==> src/rtl/multi_pkg.sv <==
// Shared definitions for the shift-add multiplier controller and its bench:
// FSM state encoding and the product-width helper.
package multi_pkg;

    typedef enum logic [1:0] {
        ST_IDLE = 2'd0,
        ST_CALC = 2'd1,
        ST_DONE = 2'd2
    } state_t;

    function automatic int PW(input int width);
        return 2 * width;
    endfunction

endpackage

==> src/rtl/multi_ctrl.sv <==
// Sequencing controller for the shift-add multiplier: steps the shifter through the
// multiplier bits, accumulates the partial products and hands the product off on a
// valid/ready handshake. Optional build macro: EARLY_TERM_EN (stop once the remaining
// multiplier bits are all zero).
import multi_pkg::*;

module multi_ctrl #(
    parameter int WIDTH = 4
) (
    input  logic                    clk,
    input  logic                    rst_n,
    input  logic                    i_valid,
    output logic                    ready,
    output logic [WIDTH-1:0]        cnt,
    input  logic [PW(WIDTH)-1:0]    AS,
    input  logic [WIDTH-1:0]        BS,
    output logic                    o_valid,
    input  logic                    o_ready,
    output logic [PW(WIDTH)-1:0]    product,
    output logic                    busy
);

    localparam logic [WIDTH-1:0] CNT_LAST = WIDTH'(WIDTH - 1);

    state_t                 state;
    state_t                 state_nx;
    logic [WIDTH-1:0]       cnt_nx;
    logic [PW(WIDTH)-1:0]   acc;
    logic [PW(WIDTH)-1:0]   acc_nx;
    logic                   last;

`ifdef EARLY_TERM_EN
    // BS is B already shifted by cnt, so BS>>1 holds exactly the multiplier bits not yet seen.
    assign last = (cnt == CNT_LAST) || ((BS >> 1) == '0);
`else
    logic unused_bs;
    assign unused_bs = ^BS[WIDTH-1:1];
    assign last      = (cnt == CNT_LAST);
`endif

    assign ready   = (state == ST_IDLE);
    assign busy    = (state != ST_IDLE);
    assign o_valid = (state == ST_DONE);
    assign product = acc;

    always_comb begin
        state_nx = state;
        cnt_nx   = cnt;
        acc_nx   = acc;
        unique case (state)
            ST_IDLE: begin
                if (i_valid) begin
                    state_nx = ST_CALC;
                    cnt_nx   = '0;
                    acc_nx   = '0;
                end
            end
            ST_CALC: begin
                if (BS[0]) begin
                    acc_nx = acc + AS;
                end
                if (last) begin
                    state_nx = ST_DONE;
                end else begin
                    cnt_nx = cnt + 1'b1;
                end
            end
            ST_DONE: begin
                // acc stays put so the product is stable for as long as downstream stalls.
                if (o_ready) begin
                    state_nx = ST_IDLE;
                    cnt_nx   = '0;
                end
            end
            default: begin
                state_nx = ST_IDLE;
                cnt_nx   = '0;
            end
        endcase
    end

    always_ff @(posedge clk) begin
        if (!rst_n) begin
            state <= ST_IDLE;
            cnt   <= '0;
            acc   <= '0;
        end else begin
            state <= state_nx;
            cnt   <= cnt_nx;
            acc   <= acc_nx;
        end
    end

endmodule
==> config.mk <==
export PLATFORM = sky130hd
export DESIGN_NAME = multi_ctrl
export DESIGN_NICKNAME = d
export VERILOG_FILES = /design/src/rtl/multi_pkg.sv /design/src/rtl/multi_ctrl.sv
export SDC_FILE = /design/constraint.sdc
export NUM_CORES = 1
export LEC_CHECK = 0
export CAP_MARGIN = 30
export CORE_MARGIN = 5
export CORE_UTILIZATION = 40
export CTS_CLUSTER_DIAMETER = 50
export DETAILED_ROUTE_END_ITERATION = 10
export GPL_TIMING_DRIVEN = 0
export PLACE_DENSITY = 0.74
export SYNTH_ARGS = -nofsm -noshare
export SYNTH_HDL_FRONTEND = slang
export SYNTH_SLANG_ARGS = --single-unit
==> constraint.sdc <==
create_clock -name clk -period 1.9 [get_ports clk]
set_clock_uncertainty 0.2 [all_clocks]
set_input_delay 0.38 -clock clk [delete_from_list [all_inputs] [get_ports clk]]
set_output_delay 0.38 -clock clk [all_outputs]
set_load 0.005 [all_outputs]
=== Word-level counts from Yosys, hierarchy flattened ===
Cells that the tools add are included.

* Bits of input ports: 16
* Word-level logic and storage cells: 30
* Bits in registers: 14

* $add $sub $neg: 2
* Equality and inequality tests: 8
* Mux-type cells: 11
* Reduce and logical (&&, ||, !) cells: 6

{| class="wikitable"
|+ Operators with widths
! cell !! number
|-
| $mux W8 || 2
|-
| $pmux W8 S2 || 1
|-
| $mux W4 || 3
|-
| $pmux W4 S3 || 1
|-
| $reduce_and A3 Y1 || 3
|-
| $add A8 B8 Y8 || 1
|-
| $ne A2 B2 Y1 const B || 4
|-
| $mux W2 || 3
|-
| $pmux W2 S3 || 1
|-
| $add A4 B1 Y4 const B || 1
|-
| $eq A4 B2 Y1 const B || 1
|-
| $reduce_bool A2 Y1 || 2
|-
| $eq A2 B1 Y1 const B || 1
|-
| $eq A2 B2 Y1 const B || 1
|-
| $logic_not A2 Y1 || 1
|-
| $ne A2 B1 Y1 const B || 1
|}

=== Longest topological paths before layout ===
* Depth after elaboration: 3
* Gate-level depth with buffers: 7
* Depth with buffers taken out: 7

=== Least setup slack after synthesis ===
No wires, ideal clock.

* Path type: input to register
* From: input AS[0]
* To: register acc[6] (netlist: product[6])
* Arrival: 1616 ps
* Slack: -37 ps
* Setup time: 121 ps
* Cell stages on the path: 7
* Cells stage by stage: ha_1 -> fa_1 -> a21oi_1 -> o21ai_0 -> a21oi_1 -> xor2_1 -> o21ai_0

* Cells in the longest elaborated chain, start to end: 3

{| class="wikitable"
|+ RTL lines
! item !! RTL line !! text
|-
| start, declared || multi_ctrl.sv:15 || <nowiki>input logic [PW(WIDTH)-1:0] AS,</nowiki>
|-
| $add A8 B8 Y8 || multi_ctrl.sv:60 || <nowiki>acc_nx = acc + AS;</nowiki>
|-
| $mux W8 || multi_ctrl.sv:59 || <nowiki>if (BS[0]) begin</nowiki>
|-
| $pmux W8 S2 || multi_ctrl.sv:50 || <nowiki>unique case (state)</nowiki>
|-
| end signal, assigned || multi_ctrl.sv:90 || <nowiki>acc <= acc_nx;</nowiki>
|-
| end, declared || multi_ctrl.sv:28 || <nowiki>logic [PW(WIDTH)-1:0] acc;</nowiki>
|}

Every way passes these cells. The select of a mux whose other input is x is not followed.
A chain may end at the register's enable or synchronous reset.

=== Final worst setup path ===
* From: input AS[3]
* To: register acc[7] (netlist: product[7])

Same word-level chain as after synthesis.

==> flow_metrics.py <==
metrics = {
    "status": {
        "status": "completed",
    },
    "synthesis": {
        "synth_area_um2": 948,
        "synthDistinctLibCells": 37,
        "ys_async_sr_fraction_pct": 0,
        "synth-seq-cells": 14,
        "synth-main-ff-cell": "dfxtp_1",
        "synthTopCellsByCount": "dfxtp_1 (14), o21ai_0 (10), a21oi_1 (8), ha_1 (8), nand3_1 (8)",
        "synth_most_common_cell": "dfxtp_1",
        "avgSynthCellArea_um2": 8.70,
        "synthCells": 109,
        "yosysTopAreaCellShare_pct": 29.6,
        "synth-edff-count": 0,
        "yosysWarnings": 0,
        "syn-num-nets": 134,
        "yosysTopAreaCell": "dfxtp_1",
        "ys_seq_area_share_pct": 29.6,
        "yosys-top-cells-area": "dfxtp_1 (30%), ha_1 (11%), o21ai_0 (5.3%)",
    },
    "worst_setup_path": {
        "crit_family": "simple AND/OR/NAND/NOR gates",
        "path_class": "input pin to flop",
        "crit_path_max_fanout": 4,
        "worstPathRequired_ns": 1.93,
        "path_cells": "dlygate4sd2_1, ha_4, o21ai_0, o21ai_2, a211oi_2, or4b_1, nand3_1",
        "critPathMaxStageDelay_ns": 0.47,
        "cp-end-kind": "flop",
        "r2r-start": "product[3]",
        "crit_buf_inv": 1,
        "cp_slowest_cell": "or4b_1",
        "arrival_ns": 1.88,
        "crit_path_start_kind": "input pin",
        "startpoint": "AS[3]",
    },
    "detailed_routing": {
        "vias": 894,
        "wire_per_inst_um": 13.1,
        "via_per_inst": 5.17,
        "drtIter0Drc": 6,
        "routed_wl_mm": 2.27,
        "drc": 0,
        "drt_first_pass_iters": 3,
        "antenna_left": 0,
    },
    "layout": {
        "final_area_um2": 1410,
        "layout-drive-gt1-share_pct": 22.1,
        "area_delta_synth_final_pct": 48.2,
        "antenna_cells": 0,
        "nets": 171,
        "final.fill_count": 201,
        "post-route-util_pct": 62.9,
    },
    "cts": {
        "cts_root_buf": "clkbuf_4",
        "insertion_delay_ns": 0.28,
        "hold_buffers": 0,
        "h-tree-depth": 1,
        "clock_sinks": 14,
        "cts_buffers": 3,
        "cts_tree": "done",
        "clockBufferDepth": 2,
        "clkTransAtPathRegs_ns": 0.09,
    },
    "floorplan": {
        "row_count": 17,
        "die_height_um": 58.7,
        "die_area_um2": 3450,
        "dieWidth_um": 58.7,
        "initial_utilization_pct": 42.5,
        "core_um2": 2230,
        "io_pins": 31,
    },
    "sta": {
        "setup_viol": 0,
        "tightest_slew_ns": 0.413,
        "fin_setup_tns_ns": 0,
        "maxSlewViolCount": 0,
        "worst_slack_ns": 0.0513,
        "rsz0062_at_grt": "true",
        "fin_crit_ns": 1.85,
        "relSlewSlack_pct": 72.5,
        "fin_crit_sh_pct": 97.3,
        "final_hold_viol_count": 0,
        "max_freq_mhz": 541,
    },
    "job": {
        "maxCapViolCount": 0,
    },
    "place": {
        "post_dp_cell_area_um2": 1260,
        "dp_hpwl_mm": 1.68,
        "pre_cts_ws_ns": -0.544,
        "port_buffers": 27,
        "routabilityCongestion": 0.794,
    },
    "pwr": {
        "leakage_nw": 0.542,
        "peakVddDrop_mv": 0.434,
        "p_per_area_nw_per_um2": 541,
    },
    "grt": {
        "grt_max_degree": 11,
        "grt_pass1_vias": 939,
        "grt_pass1_wl_mm": 3.81,
        "grt.total_usage_pct": 14.2,
        "met3_usage_pct": 5.26,
        "grtUsageMet2_pct": 26.3,
        "grt_antenna_before_repair": 0,
        "grt-ovfl-total": 0,
        "grt.busiest_layer": "met2",
        "grtUsageMet1_pct": 15.3,
    },
    "hold_path": {
        "hold_path_class": "flop to flop",
        "min_from": "product[4]",
    },
}
sequential cells by signal, indices dropped and copies added, names as in the netlist:
signal,count
cnt,4
state,2
product,8
timing repair:
action,in CTS,in global routing
pin swaps,9,5
setup buffers,3,2
resized for setup,19,9
endpoints found under the setup margin,10,8
gates cloned,0,0
tightest hold or removal path: stages, from the launching register on:
cell	delay, ns
dfxtp_1	0.34
nand3_1	0.06
o21ai_0	0.07
stage by stage:
| step | power, W | cells | hold slack [ns] |
|---|---|---|---|
| finish | 0.000760 | 173 | 0.309 |
| global route | 0.000807 | 173 | 0.332 |
| CTS | 0.000756 | 171 | 0.306 |
| detailed placement | 0.000526 | 164 | 0.297 |
| global placement | 0.000522 | 164 | 0.270 |
| floorplan | 0.000440 | 109 | 0.274 |
final timing paths:
path              cells past startpoint         end  slack [ns]
hold / removal                        2  product[4]        0.31
setup / recovery                      7  product[7]        0.05
hold reg to reg                       2  product[4]        0.31
setup reg to reg                      6  product[7]        0.05
placed cells by master (no fill, tap or decap), types with 2 or more instances in the layout:
cell,n
and2b_2,2
nor2b_1,3
o21ai_1,2
a21oi_1,6
nor2_1,7
ha_4,3
nand4_1,2
nor3_1,2
inv_1,4
a21boi_0,2
dlygate4sd2_1,7
dfxtp_1,10
xnor2_1,4
xor2_1,4
a21o_1,2
a21oi_2,2
clkbuf_4,3
buf_6,3
a211oi_2,2
o21ai_0,8
clkdlybuf4s50_1,20
ha_1,5
buf_4,5
dfxtp_2,3
nand3_1,8
nand2_1,5
nor3b_1,2
report_power, final:
group	switching (W)	internal [W]
logic	0.000103	0.000122
registers	0.00000993	0.000305
clock network	0.000103	0.000117
cell type report:
class                   instances  area (um^2)  share of cell area (%)
flip-flops and latches         14          288                    20.5
multi-input cells              87          694                    49.4
clock buffers                   4         36.3                    2.58
repair buffers                 32          299                    21.3
inverters                       4         15.0                    1.07
well taps                      28         35.0                    2.49
plain buffers                   4         37.5                    2.67
kinds of logic (layout without fill, tap and decap cells):
| kind of cell | count (synthesis) | in the layout | synth area share [%] |
|---|---|---|---|
| simple gates | 39 | 39 | 24.8 |
| compound gates | 29 | 29 | 18.2 |
| flops | 14 | 14 | 29.6 |
| fa+ha+maj | 9 | 9 | 12.7 |
| xor+xnor | 8 | 8 | 7.39 |
| buf+inv | 8 | 44 | 5.14 |
| mux | 2 | 2 | 2.24 |
layer usage:
metal / share of wire, % / routed length, um
met1: 44 / 994
met2: 50 / 1140
met3: 6.2 / 141
met4: 0 / 0
met5: 0 / 0
(Power assumes the default switching activity.)
